`src/rtl/varint_deser_if.sv`:
```
// rtl/varint_deser_if.sv - byte-in / decoded-result-out handshake bundle for varint_deser
interface varint_deser_if;
    logic [7:0]  in_byte;
    logic        in_valid;
    logic        in_ready;
    logic [63:0] out_value;
    logic [3:0]  out_len;
    logic        out_err;
    logic        out_valid;
    logic        out_ready;

    // slave: the decoder; master: whoever feeds bytes and drains results
    modport slave (
        input  in_byte,
        input  in_valid,
        output in_ready,
        output out_value,
        output out_len,
        output out_err,
        output out_valid,
        input  out_ready
    );

    modport master (
        output in_byte,
        output in_valid,
        input  in_ready,
        input  out_value,
        input  out_len,
        input  out_err,
        input  out_valid,
        output out_ready
    );
endinterface

```
`src/rtl/varint_deser.sv`:
```
// rtl/varint_deser.sv - LEB128-style varint byte-stream decoder with held result handshake
module varint_deser #(
    parameter int CNT_W = 32
) (
    input  logic             clk,
    input  logic             rst,
    varint_deser_if.slave    bus,
    output logic [CNT_W-1:0] dec_count
);

    typedef enum logic {
        ACCUM = 1'b0,
        HOLD  = 1'b1
    } state_t;

    state_t           state;
    state_t           state_n;
    logic [3:0]       idx;
    logic [3:0]       idx_n;
    logic [63:0]      acc;
    logic [63:0]      acc_n;
    logic [3:0]       len_r;
    logic [3:0]       len_n;
    logic             err_r;
    logic             err_n;
    logic [CNT_W-1:0] cnt_n;

    logic             byte_xfer;
    logic             res_xfer;
    logic             last_idx;
    logic             ovf;
    logic [6:0]       shamt;
    logic [63:0]      group;

    // Byte 9 only has room for one payload bit (bit 63); anything more is overflow
    always_comb begin
        byte_xfer = (state == ACCUM) && bus.in_valid;
        res_xfer  = (state == HOLD) && bus.out_ready;
        last_idx  = (idx == 4'd9);
        ovf       = last_idx && (bus.in_byte[7] || (bus.in_byte[6:1] != 6'd0));
        shamt     = 7'(idx) * 7'd7;
        if (last_idx) begin
            group = {bus.in_byte[0], 63'd0};
        end else begin
            group = {57'd0, bus.in_byte[6:0]} << shamt;
        end
    end

    always_comb begin
        state_n = state;
        idx_n   = idx;
        acc_n   = acc;
        len_n   = len_r;
        err_n   = err_r;
        cnt_n   = dec_count;
        case (state)
            ACCUM: begin
                if (byte_xfer) begin
                    acc_n = acc | group;
                    if (ovf) begin
                        state_n = HOLD;
                        len_n   = 4'd10;
                        err_n   = 1'b1;
                    end else if (!bus.in_byte[7]) begin
                        state_n = HOLD;
                        len_n   = idx + 4'd1;
                        err_n   = 1'b0;
                    end else begin
                        idx_n = idx + 4'd1;
                    end
                end
            end
            HOLD: begin
                if (res_xfer) begin
                    state_n = ACCUM;
                    idx_n   = 4'd0;
                    acc_n   = 64'd0;
                    len_n   = 4'd0;
                    err_n   = 1'b0;
                    cnt_n   = dec_count + {{(CNT_W-1){1'b0}}, 1'b1};
                end
            end
        endcase
    end

    always_ff @(posedge clk) begin
        if (rst) begin
            state     <= ACCUM;
            idx       <= 4'd0;
            acc       <= 64'd0;
            len_r     <= 4'd0;
            err_r     <= 1'b0;
            dec_count <= '0;
        end else begin
            state     <= state_n;
            idx       <= idx_n;
            acc       <= acc_n;
            len_r     <= len_n;
            err_r     <= err_n;
            dec_count <= cnt_n;
        end
    end

    // No bypass: in_ready depends only on state, so a byte cannot enter while a result leaves
    assign bus.in_ready  = (state == ACCUM);
    assign bus.out_valid = (state == HOLD);
    assign bus.out_value = acc;
    assign bus.out_len   = len_r;
    assign bus.out_err   = err_r;

endmodule

```
`src/flat_wrapper.sv`:
```
// flat-port wrapper written by rule: the top's interface ports become plain ports
module varint_deser_flat 
#(
    parameter int CNT_W = 32
)
  (clk, rst, dec_count, bus_in_byte, bus_in_valid, bus_in_ready, bus_out_value, bus_out_len, bus_out_err, bus_out_valid, bus_out_ready);
  varint_deser_if bus_i ();
  input  logic clk;
  input  logic rst;
  output logic [CNT_W-1:0] dec_count;
  input wire logic [$bits(bus_i.in_byte)-1:0] bus_in_byte;
  input wire logic [$bits(bus_i.in_valid)-1:0] bus_in_valid;
  output wire logic [$bits(bus_i.in_ready)-1:0] bus_in_ready;
  output wire logic [$bits(bus_i.out_value)-1:0] bus_out_value;
  output wire logic [$bits(bus_i.out_len)-1:0] bus_out_len;
  output wire logic [$bits(bus_i.out_err)-1:0] bus_out_err;
  output wire logic [$bits(bus_i.out_valid)-1:0] bus_out_valid;
  input wire logic [$bits(bus_i.out_ready)-1:0] bus_out_ready;
  assign bus_i.in_byte = bus_in_byte;
  assign bus_i.in_valid = bus_in_valid;
  assign bus_in_ready = bus_i.in_ready;
  assign bus_out_value = bus_i.out_value;
  assign bus_out_len = bus_i.out_len;
  assign bus_out_err = bus_i.out_err;
  assign bus_out_valid = bus_i.out_valid;
  assign bus_i.out_ready = bus_out_ready;
  varint_deser #(.CNT_W(CNT_W)) u_core (.clk(clk), .rst(rst), .bus(bus_i), .dec_count(dec_count));
endmodule
```
`config.mk`:
```
export PLATFORM = sky130hd
export DESIGN_NAME = varint_deser_flat
export DESIGN_NICKNAME = d
export VERILOG_FILES = /design/src/rtl/varint_deser_if.sv /design/src/rtl/varint_deser.sv /design/src/flat_wrapper.sv
export SDC_FILE = /design/constraint.sdc
export NUM_CORES = 1
export LEC_CHECK = 0
export ABC_CLOCK_PERIOD_IN_PS = 2810
export CAP_MARGIN = 25
export CORE_UTILIZATION = 47
export DETAILED_ROUTE_END_ITERATION = 10
export PLACE_DENSITY = 0.77
export SYNTH_ARGS = -nofsm -noshare
export SYNTH_HDL_FRONTEND = slang
export SYNTH_SLANG_ARGS = --single-unit
```
`constraint.sdc`:
```
create_clock -name clk -period 2.81 [get_ports clk]
set_input_delay 0.562 -clock clk [delete_from_list [all_inputs] [get_ports clk]]
set_output_delay 0.562 -clock clk [all_outputs]
set_load 0.05 [all_outputs]
```
**After elaboration in Yosys (flattened, before gate mapping)**

Cells that the tools add are included.

- Bits of input ports: 12
- Output and inout bits: 103
- Register bits after elaboration: 106
- Word-level logic and storage cells: 50

- Bitwise logic cells: 2
- Reduce and logical (&&, ||, !) cells: 9
- Shift-type cells: 1
- Multipliers: 1
- Equal/unequal tests: 6
- Mux-type cells: 23
- Add/sub/neg operators: 2

Operator list:

| kind | count |
|---|---|
| 64-bit 2-to-1 mux | 3 |
| 64-bit one-hot mux with 2 select lines | 1 |
| 64-bit bitwise OR | 1 |
| 7-bit by 7-bit left shift with 64-bit output | 1 |
| 32-bit by 1-bit adder with 32-bit output, second input constant | 1 |
| 4-bit 2-to-1 mux | 7 |
| 4-bit one-hot mux with 2 select lines | 2 |
| 1-bit 2-to-1 mux | 8 |
| 4-bit by 3-bit multiplier with 7-bit output, second input constant | 1 |
| 2-bit inequality test, second input constant | 3 |
| 6-bit nonzero test | 1 |
| 4-bit by 1-bit adder with 4-bit output, second input constant | 1 |
| 4-bit equality test, second input constant | 1 |
| 1-bit one-hot mux with 2 select lines | 2 |
| 2-bit AND reduction | 2 |
| 4-bit AND reduction | 1 |
| 1-bit logical AND | 3 |
| 3-bit by 2-bit inequality test with 1-bit output, second input constant | 1 |
| 3-bit AND reduction | 1 |
| 2-bit by 1-bit inequality test with 1-bit output, second input constant | 1 |
| 1-bit logical OR | 1 |
| 1-bit NOT | 1 |

**Logic depth before layout (Yosys ltp)**

Gate-level depths: netlist (run 1).

- Depth after elaboration: 6
- Gate-level depth with buffers: 7
- Gate-level depth less buffers: 6

**Worst setup path after synthesis (run 1)**

No wires, ideal clock.

- Path kind: reg-to-reg
- From: register u_core.dec_count[3]
- To: register u_core.dec_count[24]
- Slack: 0.453 ns
- Cell stages (with the launch flop): 7
- Clock period less this slack: 2.357 ns
- Data required time: 2.740 ns
- Arrival: 2.287 ns
- Path buffers: 2
- Library setup time: 0.070 ns
- Cell sequence: dfxtp_1 nand4_2 or4_1 buf_2 buf_6 or4_1 a21oi_1

- Word-level cells in the longest chain between the ends: 1

RTL lines:

| item | line | RTL |
|---|---|---|
| from (decl) | varint_deser.sv:8 | `output logic [CNT_W-1:0] dec_count` |
| from (signal assigned) | varint_deser.sv:100 | `dec_count <= cnt_n;` |
| 32-bit by 1-bit adder with 32-bit output | varint_deser.sv:80 | `cnt_n = dec_count + {{(CNT_W-1){1'b0}}, 1'b1};` |

Every way passes these cells.
A chain may end at the register's enable or synchronous reset.

**Final worst setup path (run 1)**

- From: register u_core.state, in the netlist u_core.bus.out_valid
- To: output bus_out_valid

RTL lines:

| item | line | RTL |
|---|---|---|
| from (decl) | varint_deser.sv:16 | `state_t state;` |
| from (signal assigned) | varint_deser.sv:95 | `state <= state_n;` |
| to (decl) | flat_wrapper.sv:17 | `output wire logic [$bits(bus_i.out_valid)-1:0] bus_out_valid;` |

No word-level cell between the ends.

==> results.yml, run 1 <==
status:
  status: "complete, no violations"
flow_run:
  drv_cap: 0
setup_path:
  start_kind: "register"
  rr_startpoint: "u_core.dec_count[17]"
  crit_path_max_incr_delay_ns: 0.91
  crit_arrival_ns: 1.98
  worstPathRequired_ns: 2.25
  critPathKind: "register to output port"
  crit_chain: "clkdlybuf4s50_1"
  worst-path-buf-inv: 1
  crit_family: "buffers and inverters"
  rr_endpoint: "u_core.dec_count[27]"
  reg2reg_slack_ns: 0.53
  reg2regPathDepth: 4
  cp_max_fo: 18
  end_kind: "output port"
  cpMaxStageDelayCell: "clkdlybuf4s50_1"
synthesis:
  syn-instance-count: 469
  syn_area_um2: 4080
  ys.flop_type: "dfxtp_1"
  async_reset_ff_share_pct: 0
  synthesis.nets: 484
  synth.distinct_cells: 43
  yosysWarnings: 0
  synth_seq_area_share_pct: 52.1
  synth_edf_count: 0
  avgSynthCellArea_um2: 8.69
  ys_ff_latch: 106
global_route:
  overflow: 0
  grt_antenna_before_repair: 0
  grt_util_all_layers_pct: 26.2
  grt_pass1_vias: 3703
  grt_max_degree: 65
  grt_pass1_wl_um: 18300
floorplanning:
  die_h_um: 95.1
  start_util_pct: 49.1
  rows: 33
  die_w_um: 95.1
  core_um2: 8300
  ios: 115
  dieArea_um2: 9050
cts:
  postCtsSetupBuffers: 0
  htree_levels: 3
  clock_sinks: 106
  clk_latency_ns: 0.37
  cts-root-buf: "clkbuf_8"
  hold_buffers: 0
  post_cts_resized: 0
  cts_buffers: 9
  cts_tree: "built"
  clk_pin_slew_worst_paths_ns: 0.10
  cts_buffer_depth: 2
layout:
  final_cells: 687
  postLayoutCoreUtil_pct: 67.0
  mostFrequentLayoutCells: "114 x clkdlybuf4s50_1, 106 x dfxtp_1, 76 x nor2_1"
  diodes: 0
  multi_input_area_um2: 1780
  fin_area_um2: 5560
  regArea_um2: 2120
  num-fill-cells: 682
  area_growth_syn_to_layout_pct: 36.4
  drive_above_1_share_pct: 7.04
  final_nets: 592
  final_common_cell: "clkdlybuf4s50_1"
timing:
  min_period_over_period_pct: 90.4
  drv_slew: 0
  whs_ns: 0.468
  relSlewSlack_pct: 55.1
  fin_skew_ns: 0.0230
  worst_slack_ns: 0.270
  rsz0062_at_grt: "false"
  fin_setup_tns_ns: 0
  tightest_slew_ns: 0.656
  hold_violations: 0
  fmax_mhz: 394
  fin_crit_ns: 2.54
  setup_viol_count_final: 0
drt:
  drtPass1Iterations: 4
  antenna_left: 0
  met2_length_um: 5720
  wl_um: 11600
  wl_met3_um: 831
  routed.top_layer: "met4"
  drt-initial-drc-count: 196
  post-route-drc-count: 0
  wirelength_met1_um: 4910
  via_count: 3904
  wl_per_cell_um: 16.9
  via_per_inst: 5.68
hold_path:
  hp-class: "register to register"
  worstHoldStart: "u_core.bus.out_len[1]"
  worstHoldEndpoint: "u_core.bus.out_len[1]"
  hold_path_depth: 2
power_and_ir_drop:
  ir_worst_vdd_mv: 0.321
  leakagePower_nw: 1.89
  p_per_area_nw_per_um2: 489
  finalPower_mw: 2.72
placed_design:
  placed_area_um2: 5360
  gp_congestion: 0.810
  dp_hpwl_um: 8080
  dp.cells: 671
  portBuffers: 114
  dp_slack_ns: 0.360
## kinds of logic (layout without fill, tap and decap cells)
| logic type | after synthesis | count (layout) | share of synthesized area (%) |
|---|---|---|---|
| buffers and inverters | 44 | 157 | 4.27 |
| adders and majority gates | 3 | 3 | 0.921 |
| AOI/OAI and AO/OA | 126 | 126 | 17.3 |
| xor gates and xnor gates | 12 | 12 | 2.58 |
| DFF | 106 | 106 | 52.1 |
| and+or+nand+nor | 178 | 178 | 22.8 |
## Yosys cell counts (10+ instances only)
cell      count  area (µm²)
nand4_1      11        68.8
o21ai_0      10        50.1
nand3_1      16        80.1
dfxtp_1     106        2120
a21oi_1      75         375
clkbuf_1     29         109
or4_1        16         120
or3_1        11        68.8
nand2_1      13        48.8
nor2_1       76         285
o31ai_1      13        97.6
a31oi_1      23         144
## area by class of cell
| cell class | instances | share of cell area, % |
|---|---|---|
| clock buffer | 10 | 2.29 |
| timing repair buffer | 133 | 23.3 |
| sequential | 106 | 38.2 |
| multi-input combinational | 319 | 32.1 |
| inverter | 8 | 0.540 |
| clock inverter | 6 | 1.28 |
| tap | 105 | 2.36 |
## worst register-to-register path, cell delays in order, from the launching register on
cell	delay, ns
dfxtp_1	0.47
nand4_1	0.22
or4_1	0.76
or4_1	0.57
a21oi_1	0.18
## state kept, by name (all words and copies together), names as in the netlist
name / cells
u_core.bus.out_err: 1
u_core.bus.out_len: 4
u_core.bus.out_valid: 1
u_core.dec_count: 32
u_core.bus.out_value: 64
u_core.idx: 4
## report_power, final
part	switching, mW	total (mW)	internal (mW)
clock	0.536	0.959	0.423
sequential	0.0169	1.53	1.52
combinational	0.152	0.227	0.0751
total	0.705	2.72	2.02
## per-layer routing
layer	up-vias	global-route usage, %
li1	1892	-
met1	1863	33.2
met2	135	43.9
met3	14	5.82
met4	0	8.59
met5	-	0
## how the worst max path moves through the flow
| stage | start | end | slack [ns] | cells after the start |
|---|---|---|---|---|
| 3_5_place_dp | bus_out_ready | u_core.dec_count[31] | 0.36 | 6 |
| 4_1_cts | u_core.bus.out_valid | bus_out_valid | 0.28 | 1 |
| 2_1_floorplan | u_core.dec_count[3] | u_core.dec_count[24] | 0.45 | 6 |
| 6_report | u_core.bus.out_valid | bus_out_valid | 0.27 | 1 |
| 3_3_place_gp | bus_out_ready | u_core.dec_count[31] | 0.41 | 6 |
| 5_1_grt | u_core.bus.out_valid | bus_out_valid | 0.22 | 1 |
Power figures use the tool's default switching activity.
==> inputs of run 2 (changes only) <==
- CORE_MARGIN: not set -> 2
==> run 2 against run 1 <==
Effect of this change: non-clock buffer count unchanged; cell count unchanged; worst hold slack improved by 0.0065 ns; clock power is 11% lower; fmax increased by 1.0%; sequential power about the same; sequential share of layout area up 0.14 points; critical endpoint unchanged.
==> results.yml, run 2 (same netlist as run 1, synthesis figures left out) <==
status:
  status: "complete, no violations"
placed_design:
  dp_hpwl_um: 8110
  gp_congestion: 0.815
  portBuffers: 114
cts:
  postCtsSetupBuffers: 0
  cts_tree: "built"
  post_cts_resized: 0
  cts-root-buf: "clkbuf_8"
  cts_buffer_depth: 2
  clk_pin_slew_worst_paths_ns: 0.10
  htree_levels: 3
  clock_sinks: 106
  cts_buffers: 9
  hold_buffers: 0
  clk_latency_ns: 0.36
layout:
  diodes: 0
  regArea_um2: 2120
  final_common_cell: "clkdlybuf4s50_1"
  largest_reg_flops: 64
  mostFrequentLayoutCells: "114 x clkdlybuf4s50_1, 106 x dfxtp_1, 76 x nor2_1"
  final_nets: 592
  drive_above_1_share_pct: 7.04
  multi_input_area_um2: 1780
  num-fill-cells: 709
  area_growth_syn_to_layout_pct: 35.9
  postLayoutCoreUtil_pct: 66.8
hold_path:
  hp-class: "register to register"
drt:
  drt-initial-drc-count: 200
  wl_per_cell_um: 16.5
  via_per_inst: 5.68
  drtPass1Iterations: 6
  wl_um: 11300
  via_count: 3905
  post-route-drc-count: 0
  antenna_left: 0
timing:
  whs_ns: 0.474
  setup_viol_count_final: 0
  rsz0062_at_grt: "false"
  fin_crit_ns: 2.51
  drv_slew: 0
  fmax_mhz: 398
  relSlewSlack_pct: 53.5
  fin_skew_ns: 0.0121
  fin_setup_tns_ns: 0
  hold_violations: 0
  min_period_over_period_pct: 89.5
  tightest_slew_ns: 0.680
setup_path:
  crit_family: "buffers and inverters"
  crit_path_max_incr_delay_ns: 0.91
  cp_max_fo: 18
  end_kind: "output port"
  crit_chain: "clkdlybuf4s50_1"
  critPathKind: "register to output port"
  crit_arrival_ns: 1.95
  worst-path-buf-inv: 1
  cpMaxStageDelayCell: "clkdlybuf4s50_1"
  start_kind: "register"
  worstPathRequired_ns: 2.25
global_route:
  grt_util_all_layers_pct: 23.5
  grt_pass1_vias: 3655
  overflow: 0
  grt_pass1_wl_um: 18400
  grt_antenna_before_repair: 0
  grt_max_degree: 65
floorplanning:
  die_h_um: 97.1
  rows: 33
  die_w_um: 97.1
  ios: 115
  start_util_pct: 49.1
  dieArea_um2: 9430
  core_um2: 8300
power_and_ir_drop:
  leakagePower_nw: 1.88
  finalPower_mw: 2.61
  p_per_area_nw_per_um2: 471
  ir_worst_vdd_mv: 0.300
flow_run:
  drv_cap: 0
run 2: cell types whose count changed in the layout (fill, tap and decap cells not counted), sizes merged:
cell,change
bufinv,-1
clkinv,+4
clkinvlp,-1
inv,-2
run 2: path summary, 6_finish.rpt:
path | startpoint | endpoint | slack (ns) | cells after the start
worst max register to register | u_core.dec_count[18] | u_core.dec_count[31] | 0.55 | 4
worst min register to register | u_core.bus.out_value[59] | u_core.bus.out_value[59] | 0.47 | 2
worst max-delay path | u_core.bus.out_valid | bus_out_valid | 0.30 | 1
worst min-delay path | u_core.bus.out_value[59] | u_core.bus.out_value[59] | 0.47 | 2
run 2: worst min-delay path, delay by kind of cell, from the launching register on:
kind / cells / cell delay, ns
flip-flops: 1 / 0.34
AO/OA/AOI/OAI: 1 / 0.04
AND/OR/NAND/NOR: 1 / 0.07
run 2: layout make-up:
class                           instances  area share [%]
Sequential cell                       106            38.3
Inverter                                8           0.542
Tap cell                              105            2.37
Multi-Input combinational cell        319            32.2
Timing Repair Buffer                  133            23.4
Clock inverter                          6           0.926
Clock buffer                           10            2.30
run 2: layer usage:
| layer | wire, µm | up-vias | GRT usage, % |
|---|---|---|---|
| li1 | - | 1898 | - |
| met1 | 4940 | 1865 | 30.5 |
| met2 | 5380 | 128 | 38.7 |
| met3 | 847 | 14 | 5.97 |
| met4 | 159 | 0 | 6.93 |
| met5 | 0 | - | 0 |
run 2: stage by stage:
step	instance area [µm²]	setup slack (ns)	cells
after CTS	5540	0.297	687
after global routing	5540	0.202	687
final	5540	0.296	687
after detailed placement	5360	0.343	671
after global placement	5360	0.403	671
after floorplan	4080	0.453	469
run 2: report_power, final:
group / total, mW / internal [mW] / switching, mW
logic: 0.227 / 0.0751 / 0.151
clock network: 0.852 / 0.332 / 0.520
registers: 1.53 / 1.52 / 0.0161
total: 2.61 / 1.92 / 0.687
